$ cat src/rtl/calc_seq_core.sv
// calc_seq_core -- byte-serial sequential ALU.
//
// Operands A and B arrive one byte at a time, least-significant byte first.
// One EXEC cycle computes the result. The result then leaves one byte at a
// time, least-significant byte first.
//
// Optional feature: define CALC_SEQ_MUL_EN to build the multiplier for op 11.
// When it is undefined, op 11 is treated as an illegal opcode and no
// multiplier is built.
//
// Ports
//   clk        rising-edge clock
//   rst        asynchronous active-high reset
//   op_sel     operation code, captured when start is accepted in IDLE
//   start      begin an operation (honoured only in IDLE)
//   in_data    operand byte stream
//   in_valid   operand byte valid; in_ready is high in LOAD_A/LOAD_B
//   out_data   result byte stream (zero outside OUT)
//   out_valid  result byte valid (high in OUT); out_ready from consumer
//   flags      {N,V,C,Z} from the most recent EXEC
//   err        most recent operation was illegal or disabled
//   busy       FSM not in IDLE
//   byte_idx   byte counter during LOAD_A/LOAD_B/OUT, zero otherwise
module calc_seq_core #(
  parameter  int WIDTH  = 16,
  localparam int NBYTES = WIDTH / 8,
  localparam int BW     = (NBYTES > 1) ? $clog2(NBYTES) : 1
) (
  input  logic          clk,
  input  logic          rst,
  input  logic [3:0]    op_sel,
  input  logic          start,
  input  logic [7:0]    in_data,
  input  logic          in_valid,
  output logic          in_ready,
  output logic [7:0]    out_data,
  output logic          out_valid,
  input  logic          out_ready,
  output logic [3:0]    flags,
  output logic          err,
  output logic          busy,
  output logic [BW-1:0] byte_idx
);

  localparam int SW = $clog2(WIDTH);
  localparam int M  = WIDTH - 1;

  typedef enum logic [2:0] {S_IDLE, S_LOAD_A, S_LOAD_B, S_EXEC, S_OUT} state_t;

  state_t           state_q, state_d;
  logic [3:0]       op_q, op_d;
  logic [WIDTH-1:0] a_q, a_d, b_q, b_d, res_q, res_d;
  logic [BW-1:0]    idx_q, idx_d;
  logic [3:0]       flags_q, flags_d;
  logic             err_q, err_d;

  logic             last_byte;
  logic [WIDTH-1:0] alu_r;
  logic [WIDTH:0]   alu_wide;
  logic [WIDTH:0]   alu_shr;
  logic             alu_c, alu_v, alu_e;
  logic [SW-1:0]    shamt;

  assign last_byte = (idx_q == BW'(NBYTES - 1));
  assign shamt     = b_q[SW-1:0];

  // Combinational ALU, evaluated on the registered operands.
  always_comb begin
    alu_r    = '0;
    alu_wide = '0;
    alu_shr  = '0;
    alu_c    = 1'b0;
    alu_v    = 1'b0;
    alu_e    = 1'b0;
    case (op_q)
      4'd0: begin
        alu_wide = {1'b0, a_q} + {1'b0, b_q};
        alu_r    = alu_wide[WIDTH-1:0];
        alu_c    = alu_wide[WIDTH];
        alu_v    = (a_q[M] == b_q[M]) && (alu_r[M] != a_q[M]);
      end
      4'd1: begin
        // The extra top bit of the difference is the borrow.
        alu_wide = {1'b0, a_q} - {1'b0, b_q};
        alu_r    = alu_wide[WIDTH-1:0];
        alu_c    = alu_wide[WIDTH];
        alu_v    = (a_q[M] != b_q[M]) && (alu_r[M] != a_q[M]);
      end
      4'd2: alu_r = a_q & b_q;
      4'd3: alu_r = a_q | b_q;
      4'd4: alu_r = a_q ^ b_q;
      4'd5: alu_r = ~a_q;
      4'd6: begin
        alu_wide = {1'b0, a_q} + (WIDTH+1)'(1);
        alu_r    = alu_wide[WIDTH-1:0];
        alu_c    = alu_wide[WIDTH];
        alu_v    = ~a_q[M] & alu_r[M];
      end
      4'd7: begin
        alu_wide = {1'b0, a_q} - (WIDTH+1)'(1);
        alu_r    = alu_wide[WIDTH-1:0];
        alu_c    = alu_wide[WIDTH];
        alu_v    = a_q[M] & ~alu_r[M];
      end
      4'd8: begin
        // The guard bit above the MSB catches the last bit shifted out. It
        // stays 0 when the shift amount is 0.
        alu_wide = {1'b0, a_q} << shamt;
        alu_r    = alu_wide[WIDTH-1:0];
        alu_c    = alu_wide[WIDTH];
      end
      4'd9: begin
        alu_shr = {a_q, 1'b0} >> shamt;
        alu_r   = alu_shr[WIDTH:1];
        alu_c   = alu_shr[0];
      end
      4'd10: alu_r = (a_q < b_q) ? WIDTH'(1) : '0;
`ifdef CALC_SEQ_MUL_EN
      4'd11: alu_r = a_q * b_q;
`endif
      default: begin
        alu_r = '0;
        alu_e = 1'b1;
      end
    endcase
  end

  // Sequencing FSM and datapath next-state.
  always_comb begin
    state_d = state_q;
    op_d    = op_q;
    a_d     = a_q;
    b_d     = b_q;
    res_d   = res_q;
    idx_d   = idx_q;
    flags_d = flags_q;
    err_d   = err_q;
    case (state_q)
      S_IDLE: begin
        if (start) begin
          op_d    = op_sel;
          idx_d   = '0;
          state_d = S_LOAD_A;
        end
      end
      S_LOAD_A, S_LOAD_B: begin
        if (in_valid) begin
          for (int i = 0; i < NBYTES; i++) begin
            if (idx_q == BW'(i)) begin
              if (state_q == S_LOAD_A) a_d[i*8 +: 8] = in_data;
              else                     b_d[i*8 +: 8] = in_data;
            end
          end
          if (last_byte) begin
            idx_d   = '0;
            state_d = (state_q == S_LOAD_A) ? S_LOAD_B : S_EXEC;
          end else begin
            idx_d = idx_q + 1'b1;
          end
        end
      end
      S_EXEC: begin
        res_d   = alu_r;
        err_d   = alu_e;
        flags_d = {alu_r[M], alu_v, alu_c, (alu_r == '0)};
        idx_d   = '0;
        state_d = S_OUT;
      end
      S_OUT: begin
        // start is not sampled here, so a start that coincides with the
        // final transfer is dropped.
        if (out_ready) begin
          if (last_byte) begin
            idx_d   = '0;
            state_d = S_IDLE;
          end else begin
            idx_d = idx_q + 1'b1;
          end
        end
      end
      default: state_d = S_IDLE;
    endcase
  end

  always_ff @(posedge clk or posedge rst) begin
    if (rst) begin
      state_q <= S_IDLE;
      op_q    <= '0;
      a_q     <= '0;
      b_q     <= '0;
      res_q   <= '0;
      idx_q   <= '0;
      flags_q <= '0;
      err_q   <= 1'b0;
    end else begin
      state_q <= state_d;
      op_q    <= op_d;
      a_q     <= a_d;
      b_q     <= b_d;
      res_q   <= res_d;
      idx_q   <= idx_d;
      flags_q <= flags_d;
      err_q   <= err_d;
    end
  end

  // Result byte select. The selected byte is driven only while in OUT.
  always_comb begin
    out_data = '0;
    if (state_q == S_OUT) begin
      for (int i = 0; i < NBYTES; i++) begin
        if (idx_q == BW'(i)) out_data = res_q[i*8 +: 8];
      end
    end
  end

  assign in_ready  = (state_q == S_LOAD_A) || (state_q == S_LOAD_B);
  assign out_valid = (state_q == S_OUT);
  assign busy      = (state_q != S_IDLE);
  assign byte_idx  = (in_ready || out_valid) ? idx_q : '0;
  assign flags     = flags_q;
  assign err       = err_q;

endmodule

$ cat config.mk
export PLATFORM = sky130hd
export DESIGN_NAME = calc_seq_core
export DESIGN_NICKNAME = d
export VERILOG_FILES = /design/src/rtl/calc_seq_core.sv
export SDC_FILE = /design/constraint.sdc
export NUM_CORES = 1
export LEC_CHECK = 0
export BUFFER_PORTS_ARGS = -buffer_cell sky130_fd_sc_hd__buf_4
export CORE_ASPECT_RATIO = 1.4
export CORE_MARGIN = 10
export CORE_UTILIZATION = 40
export CTS_CLUSTER_DIAMETER = 200
export DETAILED_ROUTE_END_ITERATION = 8
export PLACE_DENSITY = 0.59
export SLEW_MARGIN = 20
export SYNTH_ARGS = -nofsm -noshare
export SYNTH_HDL_FRONTEND = slang
export SYNTH_SLANG_ARGS = --single-unit
$ cat constraint.sdc
create_clock -name clk -period 4.6 [get_ports clk]
set_input_delay 0.23 -clock clk [delete_from_list [all_inputs] [get_ports clk]]
set_output_delay 0.23 -clock clk [all_outputs]
set_load 0.01 [all_outputs]
==> run metrics, run 1 <==
Core Region=0.01860 mm²; Clock transition at path regs=approximately 0.060 ns; Clock Skew=approximately 0.0095 ns; Routed WL=29,860 µm; die area=0.02484 mm²; max frequency=~0.25 GHz; crit path to=flags[0]$_DFFE_PP0P_; WL met3=about 2400 µm; met2 wire length=13,820 µm; Synth warnings=0; crit-path max cell delay=0.73 ns; setup slack after layout=0.6330 ns; Slew HR=30.82%; post-place setup slack=0.7669 ns; DR pass1 iterations=6; EDFF count, synth=0; Residual DRC=0; Layout area overhead=11.41%; Startpoint Class=register; drt wl/cell=24.59 µm; 1st-iter DRT viols=1,000; Hold Vio Cnt, Final=0; Chip Width=136.1 µm; Setup crit end kind=register; CTS tree=yes; R2R Setup Slk=0.63 ns; Synth async-reset ratio=between 90% and 100%; CP Launch Point=a_q[1]$_DFFE_PP0P_; CTS HTree Levels=3; worst reg-to-reg path cell count=11; ANT cells=0; number of global-route vias before repair=approximately 7,300; initial core utilization=40.56%; post-layout minimum cycle time=3.967 ns; Root Buffer=clkbuf_16; CTS Buffer Depth=2; Post-Syn Nets=1,036; synthesized cell area=0.007546 mm²; Max-Cap Viols=0; WS Path Type=reg -> reg; CTS buffer count=9; routed via count=7,915; initial antenna violation count=0; RSZ-0062 raised after global routing=false; ratio of cells with drive above 1 in the final layout=15.15%; fill cell count=1,922; CP max FO=17; slowest CP cell=dfrtp_1; Pins Over Slew Limit=0; reg-to-reg startpoint=a_q[1]$_DFFE_PP0P_; hold buffers post-CTS=0; Num Clock Sinks=60; Die Ht=182.5 µm; DRT met1 WL=11,540 µm; Site Rows=59; commonest non-fill, non-tap cell in the layout=nor2_1; WHS Path Cells=2; Gate Count Post-Synth=roughly 960; fin nets=1,039; Primary FF master, synth=dfrtp_1; worst hold path type=in -> reg; critical path arrival=4.22 ns; most frequent cells in the layout=nor2_1, nand2_1, buf_4; average size of a mapped cell=7.844 µm²; Tcrit/Tclk final=86.24%; port bufs=33; sequential fraction of the synthesis area=19.90%; post-route ant nets=0; total track usage=23.39%; status=complete, no violations; cell breakdown of the critical path=inv_1, ha_1, a211oi_1, o21bai_1, a21oi_1, mux2i_1, o211ai_1, or4_1, nor4_1, nand4_1, o41ai_2; Crit Reg-Reg Endpoint=flags[0]$_DFFE_PP0P_; Critical Path RT=around 4.9 ns; via/cell ratio=6.520; post-synthesis sequential element count=60; Tightest Pin Transition=~1.0 ns; global-route wire length before repair=44,860 µm; largest net degree at the start of global routing=61; post-CTS resize count=0; setup_tns=0 ns; Post-DP HPWL=23,080 µm; Max Used Layer=met4; Yosys cell types=71; total grt overflow=0; # IOs=34; setup violators final=0; Skew-Pair Late Insertion Delay=0.36 ns; GPL Wtd Cong=slightly above 1; Post-CTS Setup Bufs=0
[routing by layer]
metal | GRT usage [%] | vias to the layer above
met5 | 0 | -
met4 | 15.08 | 0
met3 | 4.453 | 126
met2 | 37.90 | 443
met1 | 27.48 | 3771
li1 | - | 3575
[cells by family (layout without fill, tap and decap cells)]
kind of cell / count (synthesis) / count (layout) / synth area share, %
compound gates: 289 / 289 / 26.20
xor+xnor: 22 / 22 / 2.554
fa+ha+maj: 57 / 57 / 9.650
buf+inv: 138 / 146 / 7.378
flops: 60 / 60 / 19.90
mux: 81 / 81 / 13.58
simple gates: 315 / 315 / 20.74
[worst max-delay path: cells and delay by family (launching register included)]
kind,cells,cell delay (ns)
AOI/OAI and AO/OA,5,1.12
adders and majority gates,1,0.40
buffers and inverters,1,0.22
DFF,1,0.73
muxes,1,0.20
and+or+nand+nor,3,1.19
[how the worst min path moves through the flow]
stage | from | endpoint
after floorplan | in_data[2] | a_q[10]$_DFFE_PP0P_
after global placement | op_sel[2] | op_q[2]$_DFFE_PP0P_
after detailed placement | flags[0]$_DFFE_PP0P_ | flags[0]$_DFFE_PP0P_
after CTS | op_sel[2] | op_q[2]$_DFFE_PP0P_
after global routing | op_sel[2] | op_q[2]$_DFFE_PP0P_
final | op_sel[2] | op_q[2]$_DFFE_PP0P_
[Yosys cell counts, drive strengths merged (26+ instances only)]
library cell | count | area, µm²
o21ai | 59 | 295.3
dfrtp | 60 | 1501
nand2 | 71 | 266.5
mux2i | 36 | 360.4
o22ai | 26 | 162.7
ha | 55 | 688.2
mux2 | 31 | 349.1
nand3 | 26 | 130.1
nor3 | 30 | 150.1
a21oi | 57 | 285.3
inv | 58 | 217.7
clkbuf | 59 | 221.5
nor2 | 87 | 326.6
[state kept, by name, summed over array words and instances (netlist names)]
| signal | flops |
|---|---|
| a_q | 16 |
| b_q | 16 |
| res_q | 16 |
| op_q | 4 |
| flags | 3 |
| state_q | 3 |
| err | 1 |
| idx_q | 1 |
[layout make-up]
class | instances | area, µm² | share of cell area, %
Sequential cell | 60 | 1503 | 17.87
Tap cell | 244 | 305.3 | 3.631
Clock buffer | 9 | 225.2 | 2.679
Inverter | 59 | 221.5 | 2.634
Timing Repair Buffer | 71 | 533.0 | 6.340
Clock inverter | 7 | 115.1 | 1.369
Multi-Input combinational cell | 764 | 5504 | 65.47
[per-stage QoR]
stage | util (%) | instance area [µm²] | cells | hold WS [ns]
after floorplan | - | 7546 | 962 | 0.3468
after global routing | 45.19 | 8407 | 1214 | 0.1161
after CTS | 45.17 | 8403 | 1214 | 0.1065
final | 45.19 | 8407 | 1214 | 0.1057
after global placement | 43.34 | 8063 | 1198 | 0.4642
after detailed placement | 43.34 | 8063 | 1198 | 0.4649
Power of run 1 is left out: the tool's default activity adds up to more than one toggle a clock period on the data nets, which glitch-free logic cannot reach.
==> run 2, diff against run 1 <==
Settings changed: PLACE_DENSITY 0.59 to not set.
==> run 2 against run 1 <==
  * Sequential cell count unchanged
  * Setup slack improved by 0.0037 ns
  * Count of clock-buffer cells in the layout increased by 6
  * Critical path depth unchanged
  * Fmax about the same
  * Largest cell class unchanged
  * Via count decreased by 0.40%
==> run metrics, run 2 (synthesis results as in run 1) <==
R2R Setup Slk=0.64 ns (about the same); DR pass1 iterations=5 (-1); Die Ht=182.5 µm (unchanged); initial antenna violation count=0 (unchanged); RSZ-0062 raised after global routing=false; # IOs=34 (unchanged); GR met1 Demand/Resource=27.86% (+0.38 points); Tcrit/Tclk final=86.16% (about the same); Root Buffer=clkbuf_16; initial core utilization=40.56% (unchanged); Clock Skew=0.01392 ns (+0.004418 ns); commonest non-fill, non-tap cell in the layout=nor2_1; number of global-route vias before repair=7,649 (+4.5%); Placed Area=0.008070 mm² (about the same); ratio of cells with drive above 1 in the final layout=15.04% (-0.12 points); Layout area overhead=10.88%; die area=0.02484 mm² (unchanged); worst hold path type=in -> reg; CP max FO=17 (unchanged); critical path arrival=4.22 ns (about the same); Startpoint Class=register; Routed WL=30,530 µm (+2.3%); Setup crit end kind=register; Post-DP HPWL=23,670 µm (+2.5%); Critical Path RT=4.85 ns (about the same); Clock transition at path regs=0.06 ns (about the same); Max-Cap Viols=0 (unchanged); port bufs=33 (unchanged); gr busiest metal=met2; Site Rows=59 (unchanged); Core Region=0.01860 mm² (unchanged); Chip Width=136.1 µm (unchanged); GR Util met3=4.480% (+0.027 points); Num Clock Sinks=60 (unchanged); via/cell ratio=6.488 (-0.49%); Pins Over Slew Limit=0 (unchanged); CTS tree=yes; Post-CTS Setup Bufs=0 (unchanged); setup violators final=0 (unchanged); 1st-iter DRT viols=1,100 (+10%); drt wl/cell=25.13 µm (+2.2%); GPL Wtd Cong=1.020 (about the same); total grt overflow=0 (unchanged); Residual DRC=0 (unchanged); post-layout minimum cycle time=3.963 ns (-0.003680 ns); routed via count=7,883 (-0.40%); largest net degree at the start of global routing=61 (unchanged); Skew-Pair Late Insertion Delay=0.36 ns (about the same); Regs by FF count=a_q (16), b_q (16), res_q (16); CTS buffer count=9 (unchanged); M2 GR Usage=40.06% (+2.2 points); max frequency=0.2523 GHz (about the same); CTS Buffer Depth=2 (unchanged); total track usage=24.26% (+0.88 points); Hold Vio Cnt, Final=0 (unchanged); global-route wire length before repair=46,130 µm (+2.8%); fill cell count=1,942 (+1.0%); WS Path Type=reg -> reg; Design Area, Final=0.008367 mm² (-0.48%); hold buffers post-CTS=0 (unchanged); fin nets=1,040 (+0.096%); Tightest Pin Transition=0.9899 ns (-0.04789 ns); status=complete, no violations; most frequent cells in the layout=nor2_1, buf_4, nand2_1; CTS HTree Levels=3 (unchanged); post-CTS resize count=0 (unchanged); ANT cells=0 (unchanged); Slew HR=33.56% (+2.7 points); setup_tns=0 ns (unchanged); post-route ant nets=0 (unchanged)
run 2: changes by cell type in the layout (fill, tap and decap cells not counted):
cell        change
clkinv_2        -1
clkinvlp_4      -2
clkbuf_8        +4
bufinv_16       -3
clkbuf_1        +2
buf_4           +1
run 2: layer usage:
layer / wire [µm] / share of wire [%]
met1: 11890 / 39
met2: 14440 / 47
met3: 2046 / 6.7
met4: 2162 / 7.1
met5: 0 / 0
run 2: critical path: stages, from the launching register on:
cell	delay, ns
dfrtp_1	0.76
inv_1	0.25
ha_1	0.58
nand2_1	0.18
nor3_1	0.07
a2111oi_0	0.67
nor2_1	0.20
a221oi_1	0.33
o21ai_0	0.15
nor4_1	0.31
nand4_1	0.13
o41ai_2	0.21
run 2: final cells by class:
cell class	count	area [µm²]	share of cell area, %
clock buffers	15	287.8	3.440
clock inverters	1	5.005	0.05982
inverters	59	221.5	2.647
multi-input cells	764	5504	65.78
flip-flops and latches	60	1503	17.96
well taps	244	305.3	3.649
repair buffers	72	540.5	6.460
run 2: stage by stage:
stage          hold slack (ns)  utilization (%)  std cells  worst slack [ns]
4_1_cts                 0.1084            44.96       1215            0.7824
5_1_grt                 0.1060            44.98       1215            0.3520
2_1_floorplan           0.3468                -        962            0.8127
6_report                0.1071            44.98       1215            0.6367
3_5_place_dp            0.4667            43.38       1199            0.8027
3_3_place_gp            0.4634            43.38       1199            0.8480
run 2: worst paths after layout:
check | start | cells past startpoint | endpoint
setup / recovery | a_q[8]$_DFFE_PP0P_ | 11 | flags[0]$_DFFE_PP0P_
hold / removal | op_sel[1] | 2 | op_q[1]$_DFFE_PP0P_
setup reg to reg | a_q[8]$_DFFE_PP0P_ | 11 | flags[0]$_DFFE_PP0P_
hold reg to reg | res_q[11]$_DFFE_PP0P_ | 2 | res_q[11]$_DFFE_PP0P_
max in group asynchronous | rst | 3 | b_q[1]$_DFFE_PP0P_
min in group asynchronous | rst | 3 | op_q[3]$_DFFE_PP0P_
Power of run 2 is left out for the same reason.
